--- src/rtl/lcd_pkg.sv ---
// Shared constants for the parallel-RGB LCD driver: default 800x480 timing,
// 24-bit {R,G,B} colour values and helpers used by the timing and output stages.
package lcd_pkg;

  localparam int H_SYNC_DEF  = 1;
  localparam int H_BACK_DEF  = 46;
  localparam int H_DISP_DEF  = 800;
  localparam int H_FRONT_DEF = 210;
  localparam int V_SYNC_DEF  = 1;
  localparam int V_BACK_DEF  = 23;
  localparam int V_DISP_DEF  = 480;
  localparam int V_FRONT_DEF = 22;

  localparam logic [23:0] BLACK   = 24'h000000;
  localparam logic [23:0] WHITE   = 24'hFFFFFF;
  localparam logic [23:0] RED     = 24'hFF0000;
  localparam logic [23:0] GREEN   = 24'h00FF00;
  localparam logic [23:0] BLUE    = 24'h0000FF;
  localparam logic [23:0] YELLOW  = 24'hFFFF00;
  localparam logic [23:0] CYAN    = 24'h00FFFF;
  localparam logic [23:0] MAGENTA = 24'hFF00FF;

  // Line or frame length in clocks/lines; must stay <= 4096 for the 12-bit counters.
  function automatic int calc_total(int sync, int back, int disp, int front);
    return sync + back + disp + front;
  endfunction

  function automatic logic [23:0] bar_colour(logic [2:0] bar);
    logic [23:0] colour;
    case (bar)
      3'd0:    colour = WHITE;
      3'd1:    colour = YELLOW;
      3'd2:    colour = CYAN;
      3'd3:    colour = GREEN;
      3'd4:    colour = MAGENTA;
      3'd5:    colour = RED;
      3'd6:    colour = BLUE;
      default: colour = BLACK;
    endcase
    return colour;
  endfunction

endpackage

--- src/rtl/lcd_driver_if.sv ---
// Pixel-request and panel-side signals of the LCD driver; the driver is the
// master, the pixel-data stage and panel pins sit on the slave side.
interface lcd_driver_if;

  logic [11:0] lcd_xpos;
  logic [11:0] lcd_ypos;
  logic        lcd_request;
  logic [23:0] lcd_data;
  logic        lcd_de;
  logic        lcd_hs;
  logic        lcd_vs;
  logic [23:0] lcd_rgb;
  logic        frame_start;

  modport master (
    output lcd_xpos, lcd_ypos, lcd_request,
    output lcd_de, lcd_hs, lcd_vs, lcd_rgb, frame_start,
    input  lcd_data
  );

  modport slave (
    input  lcd_xpos, lcd_ypos, lcd_request,
    input  lcd_de, lcd_hs, lcd_vs, lcd_rgb, frame_start,
    output lcd_data
  );

endinterface

--- src/rtl/lcd_timing_counter.sv ---
// Free-running horizontal/vertical counters with the active-area and sync
// compares derived from them (stage 0 of the LCD timing pipeline).
module lcd_timing_counter
  import lcd_pkg::*;
#(
  parameter int H_SYNC  = H_SYNC_DEF,
  parameter int H_BACK  = H_BACK_DEF,
  parameter int H_DISP  = H_DISP_DEF,
  parameter int H_FRONT = H_FRONT_DEF,
  parameter int V_SYNC  = V_SYNC_DEF,
  parameter int V_BACK  = V_BACK_DEF,
  parameter int V_DISP  = V_DISP_DEF,
  parameter int V_FRONT = V_FRONT_DEF
) (
  input  logic        clk,
  input  logic        rst,
  output logic [11:0] h_cnt,
  output logic [11:0] v_cnt,
  output logic        h_act,
  output logic        v_act,
  output logic        hs0,
  output logic        vs0
);

  localparam logic [11:0] H_LAST  = 12'(calc_total(H_SYNC, H_BACK, H_DISP, H_FRONT) - 1);
  localparam logic [11:0] V_LAST  = 12'(calc_total(V_SYNC, V_BACK, V_DISP, V_FRONT) - 1);
  localparam logic [11:0] H_START = 12'(H_SYNC + H_BACK);
  localparam logic [11:0] V_START = 12'(V_SYNC + V_BACK);
  localparam logic [11:0] H_END   = 12'(H_SYNC + H_BACK + H_DISP);
  localparam logic [11:0] V_END   = 12'(V_SYNC + V_BACK + V_DISP);
  localparam logic [11:0] H_SW    = 12'(H_SYNC);
  localparam logic [11:0] V_SW    = 12'(V_SYNC);

  // The line counter only advances on the pixel-counter wrap, so both wrap on the same clock.
  always_ff @(posedge clk) begin
    if (rst) begin
      h_cnt <= '0;
      v_cnt <= '0;
    end else if (h_cnt == H_LAST) begin
      h_cnt <= '0;
      v_cnt <= (v_cnt == V_LAST) ? '0 : v_cnt + 12'd1;
    end else begin
      h_cnt <= h_cnt + 12'd1;
    end
  end

  assign h_act = (h_cnt >= H_START) && (h_cnt < H_END);
  assign v_act = (v_cnt >= V_START) && (v_cnt < V_END);
  assign hs0   = !(h_cnt < H_SW);
  assign vs0   = !(v_cnt < V_SW);

endmodule

--- src/rtl/lcd_driver.sv ---
// Parallel-RGB LCD timing generator and output stage; define LCD_TEST_PATTERN_EN
// to replace lcd_data with an internal 8-colour bar pattern.
module lcd_driver
  import lcd_pkg::*;
#(
  parameter int H_SYNC  = H_SYNC_DEF,
  parameter int H_BACK  = H_BACK_DEF,
  parameter int H_DISP  = H_DISP_DEF,
  parameter int H_FRONT = H_FRONT_DEF,
  parameter int V_SYNC  = V_SYNC_DEF,
  parameter int V_BACK  = V_BACK_DEF,
  parameter int V_DISP  = V_DISP_DEF,
  parameter int V_FRONT = V_FRONT_DEF
) (
  input  logic         clk,
  input  logic         rst,
  lcd_driver_if.master bus
);

  localparam logic [11:0] H_START = 12'(H_SYNC + H_BACK);
  localparam logic [11:0] V_START = 12'(V_SYNC + V_BACK);

  logic [11:0] h_cnt;
  logic [11:0] v_cnt;
  logic        h_act;
  logic        v_act;
  logic        hs0;
  logic        vs0;
  logic        request;
  logic        first0;
  logic        de1;
  logic        hs1;
  logic        vs1;
  logic        first1;
  logic [23:0] pixel;

  lcd_timing_counter #(
    .H_SYNC (H_SYNC),  .H_BACK (H_BACK),  .H_DISP (H_DISP),  .H_FRONT(H_FRONT),
    .V_SYNC (V_SYNC),  .V_BACK (V_BACK),  .V_DISP (V_DISP),  .V_FRONT(V_FRONT)
  ) u_counter (
    .clk  (clk),
    .rst  (rst),
    .h_cnt(h_cnt),
    .v_cnt(v_cnt),
    .h_act(h_act),
    .v_act(v_act),
    .hs0  (hs0),
    .vs0  (vs0)
  );

  assign request         = h_act & v_act;
  assign first0          = request && (h_cnt == H_START) && (v_cnt == V_START);
  assign bus.lcd_request = request;
  assign bus.lcd_xpos    = request ? h_cnt - H_START : '0;
  assign bus.lcd_ypos    = request ? v_cnt - V_START : '0;

  // Flags wait here one clock while the data stage registers the coordinates.
  always_ff @(posedge clk) begin
    if (rst) begin
      de1    <= 1'b0;
      hs1    <= 1'b1;
      vs1    <= 1'b1;
      first1 <= 1'b0;
    end else begin
      de1    <= request;
      hs1    <= hs0;
      vs1    <= vs0;
      first1 <= first0;
    end
  end

`ifdef LCD_TEST_PATTERN_EN
  logic [11:0] xpos1;

  always_ff @(posedge clk) begin
    if (rst) begin
      xpos1 <= '0;
    end else begin
      xpos1 <= bus.lcd_xpos;
    end
  end

  assign pixel = bar_colour(3'({xpos1, 3'b000} / 15'(H_DISP)));
`else
  assign pixel = bus.lcd_data;
`endif

  always_ff @(posedge clk) begin
    if (rst) begin
      bus.lcd_de      <= 1'b0;
      bus.lcd_hs      <= 1'b1;
      bus.lcd_vs      <= 1'b1;
      bus.lcd_rgb     <= '0;
      bus.frame_start <= 1'b0;
    end else begin
      bus.lcd_de      <= de1;
      bus.lcd_hs      <= hs1;
      bus.lcd_vs      <= vs1;
      bus.lcd_rgb     <= de1 ? pixel : '0;
      bus.frame_start <= first1;
    end
  end

endmodule
--- src/flat_wrapper.sv ---
// flat-port wrapper written by rule: the top's interface ports become plain ports
module lcd_driver_flat import lcd_pkg::*;
#(
  parameter int H_SYNC  = H_SYNC_DEF,
  parameter int H_BACK  = H_BACK_DEF,
  parameter int H_DISP  = H_DISP_DEF,
  parameter int H_FRONT = H_FRONT_DEF,
  parameter int V_SYNC  = V_SYNC_DEF,
  parameter int V_BACK  = V_BACK_DEF,
  parameter int V_DISP  = V_DISP_DEF,
  parameter int V_FRONT = V_FRONT_DEF
)
  (clk, rst, bus_lcd_xpos, bus_lcd_ypos, bus_lcd_request, bus_lcd_de, bus_lcd_hs, bus_lcd_vs, bus_lcd_rgb, bus_frame_start, bus_lcd_data);
  lcd_driver_if bus_i ();
  input  logic clk;
  input  logic rst;
  output wire logic [$bits(bus_i.lcd_xpos)-1:0] bus_lcd_xpos;
  output wire logic [$bits(bus_i.lcd_ypos)-1:0] bus_lcd_ypos;
  output wire logic [$bits(bus_i.lcd_request)-1:0] bus_lcd_request;
  output wire logic [$bits(bus_i.lcd_de)-1:0] bus_lcd_de;
  output wire logic [$bits(bus_i.lcd_hs)-1:0] bus_lcd_hs;
  output wire logic [$bits(bus_i.lcd_vs)-1:0] bus_lcd_vs;
  output wire logic [$bits(bus_i.lcd_rgb)-1:0] bus_lcd_rgb;
  output wire logic [$bits(bus_i.frame_start)-1:0] bus_frame_start;
  input wire logic [$bits(bus_i.lcd_data)-1:0] bus_lcd_data;
  assign bus_lcd_xpos = bus_i.lcd_xpos;
  assign bus_lcd_ypos = bus_i.lcd_ypos;
  assign bus_lcd_request = bus_i.lcd_request;
  assign bus_lcd_de = bus_i.lcd_de;
  assign bus_lcd_hs = bus_i.lcd_hs;
  assign bus_lcd_vs = bus_i.lcd_vs;
  assign bus_lcd_rgb = bus_i.lcd_rgb;
  assign bus_frame_start = bus_i.frame_start;
  assign bus_i.lcd_data = bus_lcd_data;
  lcd_driver #(.H_SYNC(H_SYNC), .H_BACK(H_BACK), .H_DISP(H_DISP), .H_FRONT(H_FRONT), .V_SYNC(V_SYNC), .V_BACK(V_BACK), .V_DISP(V_DISP), .V_FRONT(V_FRONT)) u_core (.clk(clk), .rst(rst), .bus(bus_i));
endmodule
--- config.mk ---
export PLATFORM = sky130hd
export DESIGN_NAME = lcd_driver_flat
export DESIGN_NICKNAME = d
export VERILOG_FILES = /design/src/rtl/lcd_pkg.sv /design/src/rtl/lcd_driver_if.sv /design/src/rtl/lcd_timing_counter.sv /design/src/rtl/lcd_driver.sv /design/src/flat_wrapper.sv
export SDC_FILE = /design/constraint.sdc
export NUM_CORES = 1
export LEC_CHECK = 0
export CAP_MARGIN = 10
export CELL_PAD_IN_SITES_DETAIL_PLACEMENT = 1
export CELL_PAD_IN_SITES_GLOBAL_PLACEMENT = 1
export CORE_ASPECT_RATIO = 2
export CORE_UTILIZATION = 28
export DETAILED_ROUTE_END_ITERATION = 10
export GPL_TIMING_DRIVEN = 0
export PLACE_DENSITY = 0.75
export SLEW_MARGIN = 20
export SYNTH_ARGS = -nofsm -noshare
export SYNTH_HDL_FRONTEND = slang
export SYNTH_SLANG_ARGS = --single-unit
--- constraint.sdc ---
create_clock -name clk -period 2.6 [get_ports clk]
set_input_delay 0.26 -clock clk [delete_from_list [all_inputs] [get_ports clk]]
set_output_delay 0.26 -clock clk [all_outputs]
set_load 0.005 [all_outputs]
== Yosys cells after proc, flatten, opt, wreduce, memory -nomap -nowiden ==
Index checks and enable logic that the tools add are counted.

* Mux-type cells: 3
* Equality and inequality tests: 4
* Bitwise logic cells: 2
* Add/subtract/negate cells: 4
* Reduce and logical (&&, ||, !) cells: 8
* Order comparisons: 6

{| class="wikitable"
|+ Operator list
! operator !! number
|-
| 12-bit 2-to-1 mux || 3
|-
| 12-bit by 1-bit adder with 12-bit output, second input constant || 2
|-
| 12-bit by 1-bit < comparator with 1-bit output, second input constant || 2
|-
| 12-bit by 10-bit equality test with 1-bit output, second input constant || 1
|-
| 12-bit by 11-bit equality test with 1-bit output, second input constant || 1
|-
| 12-bit by 5-bit equality test with 1-bit output, second input constant || 1
|-
| 12-bit by 6-bit equality test with 1-bit output, second input constant || 1
|-
| 12-bit by 5-bit >= comparator with 1-bit output, second input constant || 1
|-
| 12-bit by 6-bit >= comparator with 1-bit output, second input constant || 1
|-
| 12-bit by 10-bit < comparator with 1-bit output, second input constant || 1
|-
| 12-bit by 9-bit < comparator with 1-bit output, second input constant || 1
|-
| 12-bit by 5-bit subtractor with 12-bit output, second input constant || 1
|-
| 12-bit by 6-bit subtractor with 12-bit output, second input constant || 1
|-
| 1-bit logical AND || 4
|-
| 2-bit OR reduction || 2
|-
| 1-bit zero test || 2
|-
| 1-bit AND || 1
|-
| 1-bit NOT || 1
|}

* Output and inout bits: 53
* Logic and storage cells: 38
* Input bits: 26
* Bits in registers: 56

== Longest topological paths before layout ==
Gate-level depths: netlist of run 1.

* Depth after elaboration: 5
* Depth in mapped cells: 7
* Gate-level depth less buffers: 6

== Hierarchy ==
Synthesis of run 1 repeated with hierarchy kept, for this count alone.

* Cell total of the unflattened synthesis: 307
* Area, all modules: 2661.3 µm²

{| class="wikitable"
|+ Modules (own cells, without submodules)
! module !! area each (µm²) !! times used !! cells each !! sequential area each (µm²)
|-
| lcd_driver || 1388.8 || 1 || 150 || 640.6
|-
| lcd_timing_counter || 1272.5 || 1 || 157 || 480.5
|}

== Least setup slack after synthesis of run 1 ==
Ideal clock, no wire load.

* Kind: flip-flop to output port
* From: register u_core.u_counter.h_cnt[0]
* To: output port bus_lcd_xpos[2]
* Required time: 2340 ps
* Arrival time: 1765 ps
* Buffers on the path: 1
* Slack: 575 ps
* Stages on the path, launching flop included: 7
* Cell sequence: dfxtp_1 ha_1 a31o_2 a2111o_1 a22oi_4 buf_6 nor3_1

* Word-level cells in the longest chain between the ends: 4
* Elaborated cells on any way between the ends: 6
* Those cells by class: 1 x add/sub; 2 x order compare; 1 x mux; 1 x bitwise; 1 x reduce/logical

{| class="wikitable"
|+ RTL lines
! element !! line !! RTL
|-
| start: declaration || lcd_timing_counter.sv:17 || <nowiki>output logic [11:0] h_cnt,</nowiki>
|-
| start signal: assignment || lcd_timing_counter.sv:43 || <nowiki>h_cnt <= h_cnt + 12'd1;</nowiki>
|-
| 12-bit by 6-bit >= comparator with 1-bit output or 12-bit by 10-bit < comparator with 1-bit output (tied branches) || lcd_timing_counter.sv:47 || <nowiki>assign h_act = (h_cnt >= H_START) && (h_cnt < H_END);</nowiki>
|-
| 1-bit logical AND || lcd_timing_counter.sv:47 ||
|-
| 1-bit AND || lcd_driver.sv:51 || <nowiki>assign request = h_act & v_act;</nowiki>
|-
| 12-bit 2-to-1 mux * || lcd_driver.sv:54 || <nowiki>assign bus.lcd_xpos = request ? h_cnt - H_START : '0;</nowiki>
|-
| end: declaration || flat_wrapper.sv:17 || <nowiki>output wire logic [$bits(bus_i.lcd_xpos)-1:0] bus_lcd_xpos;</nowiki>
|}

Every way passes the cells marked *; elsewhere a longest branch is shown, timed or not.

== Worst setup path after layout of run 1 ==
* From: register u_core.u_counter.h_cnt[1]
* To: output port bus_lcd_xpos[9]

The elaborated chain is that of the path after synthesis.

==> impl_metrics.yaml, run 1 <==
hold_path:
  min_path_type: "in -> reg"
place:
  dp_hpwl_mm: 6.24
  dp_slack_ps: -547
  gp_congestion: 0.852
  io_buffers: 76
run_status:
  status: "finished, violations left"
  violations: "DRC"
clock_tree:
  cts_max_path_buffers: 2
  cts_tree: "yes"
  insertion_delay_ps: 310
  root_buffer: "clkbuf_16"
  path_clk_slew_ps: 80
  ctsHoldBuffers: 0
  ctsHtreeMaxLevel: 2
  clock-sinks: 56
  numCtsBuffers: 5
synth:
  yosysMostFrequentCell: "dfxtp_1"
  synth.area.top_cells: "dfxtp_1 (42%), and2_1 (6.1%), nor3_1 (4.7%)"
  syn-num-nets: 326
  synthCells: 293
  synth_compound_area_share_pct: 10.4
  yosysUniqueCellTypes: 50
  synth_edf_count: 0
  ys_warn_count: 0
  synth_top_area_share_pct: 42.4
  synthArstFlopShare_pct: 0
  avgSynthCellArea_um2: 9.03
  synth-xor-area-share_pct: 7.28
  ys_ff_latch: 56
  ys_seq_area_share_pct: 42.4
  synth.area.mux_share_pct: 0.378
  synth_top_family_by_area: "simple AND/OR/NAND/NOR gates"
  synthTopCellsByCount: "dfxtp_1 (56), and2_1 (26), nor3_1 (25)"
  yosys.area_share.simple_pct: 30.9
  synth-main-ff-cell: "dfxtp_1"
  yosys.area.top_type: "dfxtp_1"
  synthesis.area_um2: 2650
  synth_adder_area_share_pct: 3.31
floorplan:
  initial_utilization_pct: 29.2
  die_w_um: 70.7
  dieHeight_um: 139
  row_count: 49
  coreArea_um2: 9070
  io_pins: 79
  dieArea_um2: 9870
detailed_routing:
  drc: 12
  vias: 2573
  wl_per_cell_um: 17.9
  ant_nets: 0
  drt_wl_total_mm: 8.82
  post_drt_via_cell_ratio: 5.21
  drt_iter0_drc: 98
  drt_first_pass_iters: 7
timing:
  maxSlewViolCount: 0
  fin_crit_ps: 2590
  worstMarginPinSlew_ps: 748
  hold_viol_final: 0
  hold_ws_ps: 315
  max_freq_ghz: 0.386
  setup_violations: 0
  finClkSkew_ps: 10.5
  maxSlewHeadroom_pct: 49.5
  finalSetupTns_ps: 0
  rsz0062_at_grt: "yes"
  setup_ws_ps: 8.05
  finalCritPeriodShare_pct: 99.7
job:
  drv_cap: 0
final_layout:
  nNetsFinal: 424
  num-fill-cells: 1071
  drive_gt1_share_pct: 22.4
  antenna_cells: 0
  syn2layout_area_growth_pct: 45.8
power_and_ir_drop:
  leakagePower_nw: 1.55
  peakVddDrop_v: 0.000312
  powerDensity_nw_per_um2: 431
grt:
  grt_max_degree: 20
  antenna_found_initial: 0
  track_usage_pct: 17.3
  grt_pass1_wl_mm: 13.3
  grt_pass1_vias: 2606
  gr-total-overflow: 0
critical_path:
  end_kind: "output port"
  crit_path_start_kind: "flip-flop"
  cp.required_ps: 2340
  path_class: "reg -> out"
  crit_path_max_fanout: 5
  cp.arrival_ps: 2330
-- per-layer routing --
| layer | vias to the layer above | global-route usage, % | share of wire [%] | wire length [um] |
|---|---|---|---|---|
| met1 | 1271 | 15.9 | 34 | 2970 |
| met2 | 58 | 35.3 | 60 | 5300 |
| met4 | 0 | 8.74 | 3.6 | 318 |
| li1 | 1222 | - | - | - |
| met3 | 22 | 2.10 | 2.7 | 237 |
| met5 | - | 0 | 0 | 0 |
-- power by group --
| part | internal [mW] | switching [mW] |
|---|---|---|
| clock | 0.365 | 0.346 |
| combinational | 0.0513 | 0.0279 |
| sequential | 0.862 | 0.00939 |
| total | 1.28 | 0.383 |
-- flip-flops by register name (all words and copies together), names as in the netlist --
register                cells
u_core.bus.frame_start      1
u_core.bus.lcd_de           1
u_core.bus.lcd_hs           1
u_core.bus.lcd_rgb         24
u_core.bus.lcd_vs           1
u_core.de1                  1
u_core.first1               1
u_core.hs1                  1
u_core.u_counter.h_cnt     12
u_core.u_counter.v_cnt     12
u_core.vs1                  1
-- layout make-up --
cell class	instances	area [um2]	area share, %
well taps	102	128	3.31
repair buffers	97	840	21.8
clock buffers	5	125	3.24
multi-input cells	208	1490	38.6
inverters	7	26.3	0.681
flip-flops and latches	56	1140	29.6
plain buffers	16	83.8	2.17
clock inverters	3	25.0	0.649
-- worst max-delay path: stages, from the launching register on --
cell and delay, ps:
dfxtp_4 370, ha_4 170, a31o_4 260, a2111o_1 460
a22oi_4 230, buf_12 140, buf_6 100, buf_6 110
nor3_1 50, buf_2 130
-- path summary, 6_finish.rpt --
| kind | startpoint | endpoint | slack (ps) | cells past startpoint |
|---|---|---|---|---|
| worst max-delay path | u_core.u_counter.h_cnt[1]$_SDFF_PP0_ | bus_lcd_xpos[9] | 8 | 9 |
| worst min-delay path | rst | u_core.bus.frame_start$_SDFF_PP0_ | 310 | 2 |
| worst max register to register | u_core.u_counter.h_cnt[1]$_SDFF_PP0_ | u_core.de1$_SDFF_PP0_ | 390 | 10 |
| worst min register to register | u_core.hs1$_SDFF_PP1_ | u_core.bus.lcd_hs$_SDFF_PP1_ | 420 | 1 |
-- what timing repair did --
action,4_1_cts,5_1_grt
pin swaps,5,4
resized for setup,101,28
gates cloned,2,0
setup endpoints to repair,24,24
endpoints found under the hold margin,0,0
setup buffers,11,9
-- cells by family after synthesis --
logic type      Yosys count
simple gates            136
compound gates           41
fa+ha+maj                 7
buf+inv                  29
xor+xnor                 22
flops                    56
mux                       1
other cells               1
-- through the flow --
step           util, %  total power, mW  instance area [um2]  cells
6_report          42.5             1.66                 3860    494
5_1_grt           42.5             1.71                 3860    494
4_1_cts           41.1             1.68                 3730    489
3_5_place_dp      39.0            0.964                 3530    471
3_3_place_gp      39.0            0.960                 3530    471
2_1_floorplan        -            0.915                 2650    293
-- layout by cell type (no fill, tap or decap), types with 12 or more instances in the layout --
cell / instances
clkdlybuf4s50_1: 52
dfxtp_1: 48
and2_1: 26
buf_2: 21
nor2_1: 16
nor3_1: 16
buf_4: 16
a21oi_1: 13
nand3_1: 12
Power figures use the tool's default switching activity.
==> run 2, diff against run 1 <==
--- a/config.mk
+++ b/config.mk
@@ -10,9 +10,10 @@
 export CELL_PAD_IN_SITES_GLOBAL_PLACEMENT = 1
 export CORE_ASPECT_RATIO = 2
 export CORE_UTILIZATION = 28
+export CTS_BUF_LIST = sky130_fd_sc_hd__clkbuf_4 sky130_fd_sc_hd__clkbuf_8 sky130_fd_sc_hd__clkbuf_16
 export DETAILED_ROUTE_END_ITERATION = 10
 export GPL_TIMING_DRIVEN = 0
-export PLACE_DENSITY = 0.75
+export PLACE_DENSITY = 0.67
 export SLEW_MARGIN = 20
 export SYNTH_ARGS = -nofsm -noshare
 export SYNTH_HDL_FRONTEND = slang
==> run 2 against run 1 <==
Effect of this change: register-to-register slack better by 70 ps; critical path type unchanged; largest power group unchanged; maximum frequency is 1.1% higher; final area is 1.0% higher; utilization is 0.43 points higher; global-route usage is 1.1 points higher; critical path depth is 2 lower; sequential cell count stayed put; worst hold slack better by 28 ps; the run still ends with DRC left; combinational power is 0.9% lower; total power is 0.53% higher; largest cell class unchanged.
==> impl_metrics.yaml, run 2 (synthesized netlist as in run 1, its figures left out) <==
grt:
  grt_max_degree: 20
  track_usage_pct: 18.4
  grt_pass1_wl_mm: 14.0
  antenna_found_initial: 0
  gr-total-overflow: 0
  grt_pass1_vias: 2609
timing:
  setup_violations: 0
  maxSlewViolCount: 0
  hold_viol_final: 0
  finalCritPeriodShare_pct: 98.6
  maxSlewHeadroom_pct: 44.5
  max_freq_ghz: 0.390
  fin_crit_ps: 2560
  finClkSkew_ps: 6.98
  worstMarginPinSlew_ps: 821
power_and_ir_drop:
  finalPower_mw: 1.67
  peakVddDrop_v: 0.000298
  powerDensity_nw_per_um2: 429
  leakagePower_nw: 1.57
critical_path:
  path_class: "reg -> out"
  cp.arrival_ps: 2300
  cpMostUsedCell: "buf_6"
  cp.required_ps: 2340
  cp_cell_sequence: "or4_4, a2111o_1, a22oi_4, buf_6, buf_6, nor3_2, buf_2"
  r2r_start: "u_core.u_counter.h_cnt[0]$_SDFF_PP0_"
  crit_path_start_kind: "flip-flop"
  path_buf_inv: 3
  critical-path-max-stage-delay_ps: 540
  path_delay_family: "compound AO/OA/AOI/OAI gates"
  crit_start: "u_core.u_counter.h_cnt[9]$_SDFF_PP0_"
  critPathSlowestCell: "or4_4"
  crit_path_max_fanout: 5
  end_kind: "output port"
final_layout:
  nNetsFinal: 428
  final_common_cell: "clkdlybuf4s50_1"
  largest_reg_flops: 24
  drive_gt1_share_pct: 22.7
  largest-register: "u_core.bus.lcd_rgb"
  antenna_cells: 0
  syn2layout_area_growth_pct: 47.3
  final_cell_mix: "clkdlybuf4s50_1 (52), dfxtp_1 (48), and2_1 (26)"
  fin_util_pct: 43.0
  largestRegisters: "u_core.bus.lcd_rgb x24, u_core.u_counter.h_cnt x12, u_core.u_counter.v_cnt x12"
clock_tree:
  ctsHoldBuffers: 0
  insertion_delay_ps: 300
  clock-sinks: 56
  numCtsBuffers: 5
  root_buffer: "clkbuf_16"
  path_clk_slew_ps: 70
  cts_max_path_buffers: 2
  cts_tree: "yes"
  ctsHtreeMaxLevel: 2
detailed_routing:
  drc: 16
  post_drt_via_cell_ratio: 5.02
  vias: 2501
  ant_nets: 0
  wl_per_cell_um: 17.7
  drt_wl_total_mm: 8.82
  drt_first_pass_iters: 7
  drt_iter0_drc: 132
floorplan:
  dieArea_um2: 9870
  io_pins: 79
  die_w_um: 70.7
  initial_utilization_pct: 29.2
  row_count: 49
  coreArea_um2: 9070
  dieHeight_um: 139
hold_path:
  min_path_type: "in -> reg"
  hp-start: "rst"
job:
  drv_cap: 0
run_status:
  violations: "DRC"
  status: "finished, violations left"
place:
  dp_hpwl_mm: 6.57
  io_buffers: 76
  gp_congestion: 0.801
==> run 2: cell count changes in the layout (fill, tap and decap cells not counted), sizes merged <==
| cell | before | now |
|---|---|---|
| buf | 44 | 50 |
| clkbuf | 20 | 17 |
| dlygate4sd2 | 0 | 2 |
| clkdlybuf4s15 | 2 | 1 |
==> run 2: routing by layer <==
layer  GRT usage, %  share of wire [%]
met4           8.53                3.3
met2           37.2                 59
met5              0                  0
met3           2.61                3.2
met1           17.4                 35
==> run 2: repair_timing <==
| action | in CTS | in global routing |
|---|---|---|
| pin swaps | 6 | 8 |
| gates resized for setup | 121 | 12 |
| buffers inserted | 18 | 7 |
| endpoints found under the setup margin | 24 | 24 |
| gates cloned | 2 | 0 |
==> run 2: power breakdown <==
| part | switching [mW] | internal [mW] | total [mW] |
|---|---|---|---|
| Sequential | 0.00889 | 0.862 | 0.871 |
| Clock | 0.355 | 0.366 | 0.721 |
| Combinational | 0.0274 | 0.0510 | 0.0784 |
==> run 2: worst paths after layout <==
check / to / slack (ps) / depth (start not counted)
worst max register to register: u_core.u_counter.h_cnt[6]$_SDFF_PP0_ / 460 / 8
worst min-delay path: u_core.bus.frame_start$_SDFF_PP0_ / 340 / 2
worst min register to register: u_core.bus.lcd_vs$_SDFF_PP1_ / 420 / 1
worst max-delay path: bus_lcd_ypos[3] / 40 / 7
==> run 2: metrics by stage <==
stage	cells	setup slack [ps]	area [um2]	hold slack (ps)	TNS, ps
2_1_floorplan	293	575	2650	382	0
3_3_place_gp	471	-538	3530	398	-11200
3_5_place_dp	471	-585	3530	407	-11470
4_1_cts	496	-52.0	3830	353	-486
5_1_grt	498	-35.8	3900	406	-136
6_report	498	36.8	3900	342	0
==> run 2: cell type report <==
cell class	count	area, um2
well taps	102	128
plain buffers	15	72.6
multi-input cells	208	1490
repair buffers	102	887
clock inverters	3	25.0
inverters	7	26.3
clock buffers	5	125
flip-flops and latches	56	1140
fillers	1068	5180
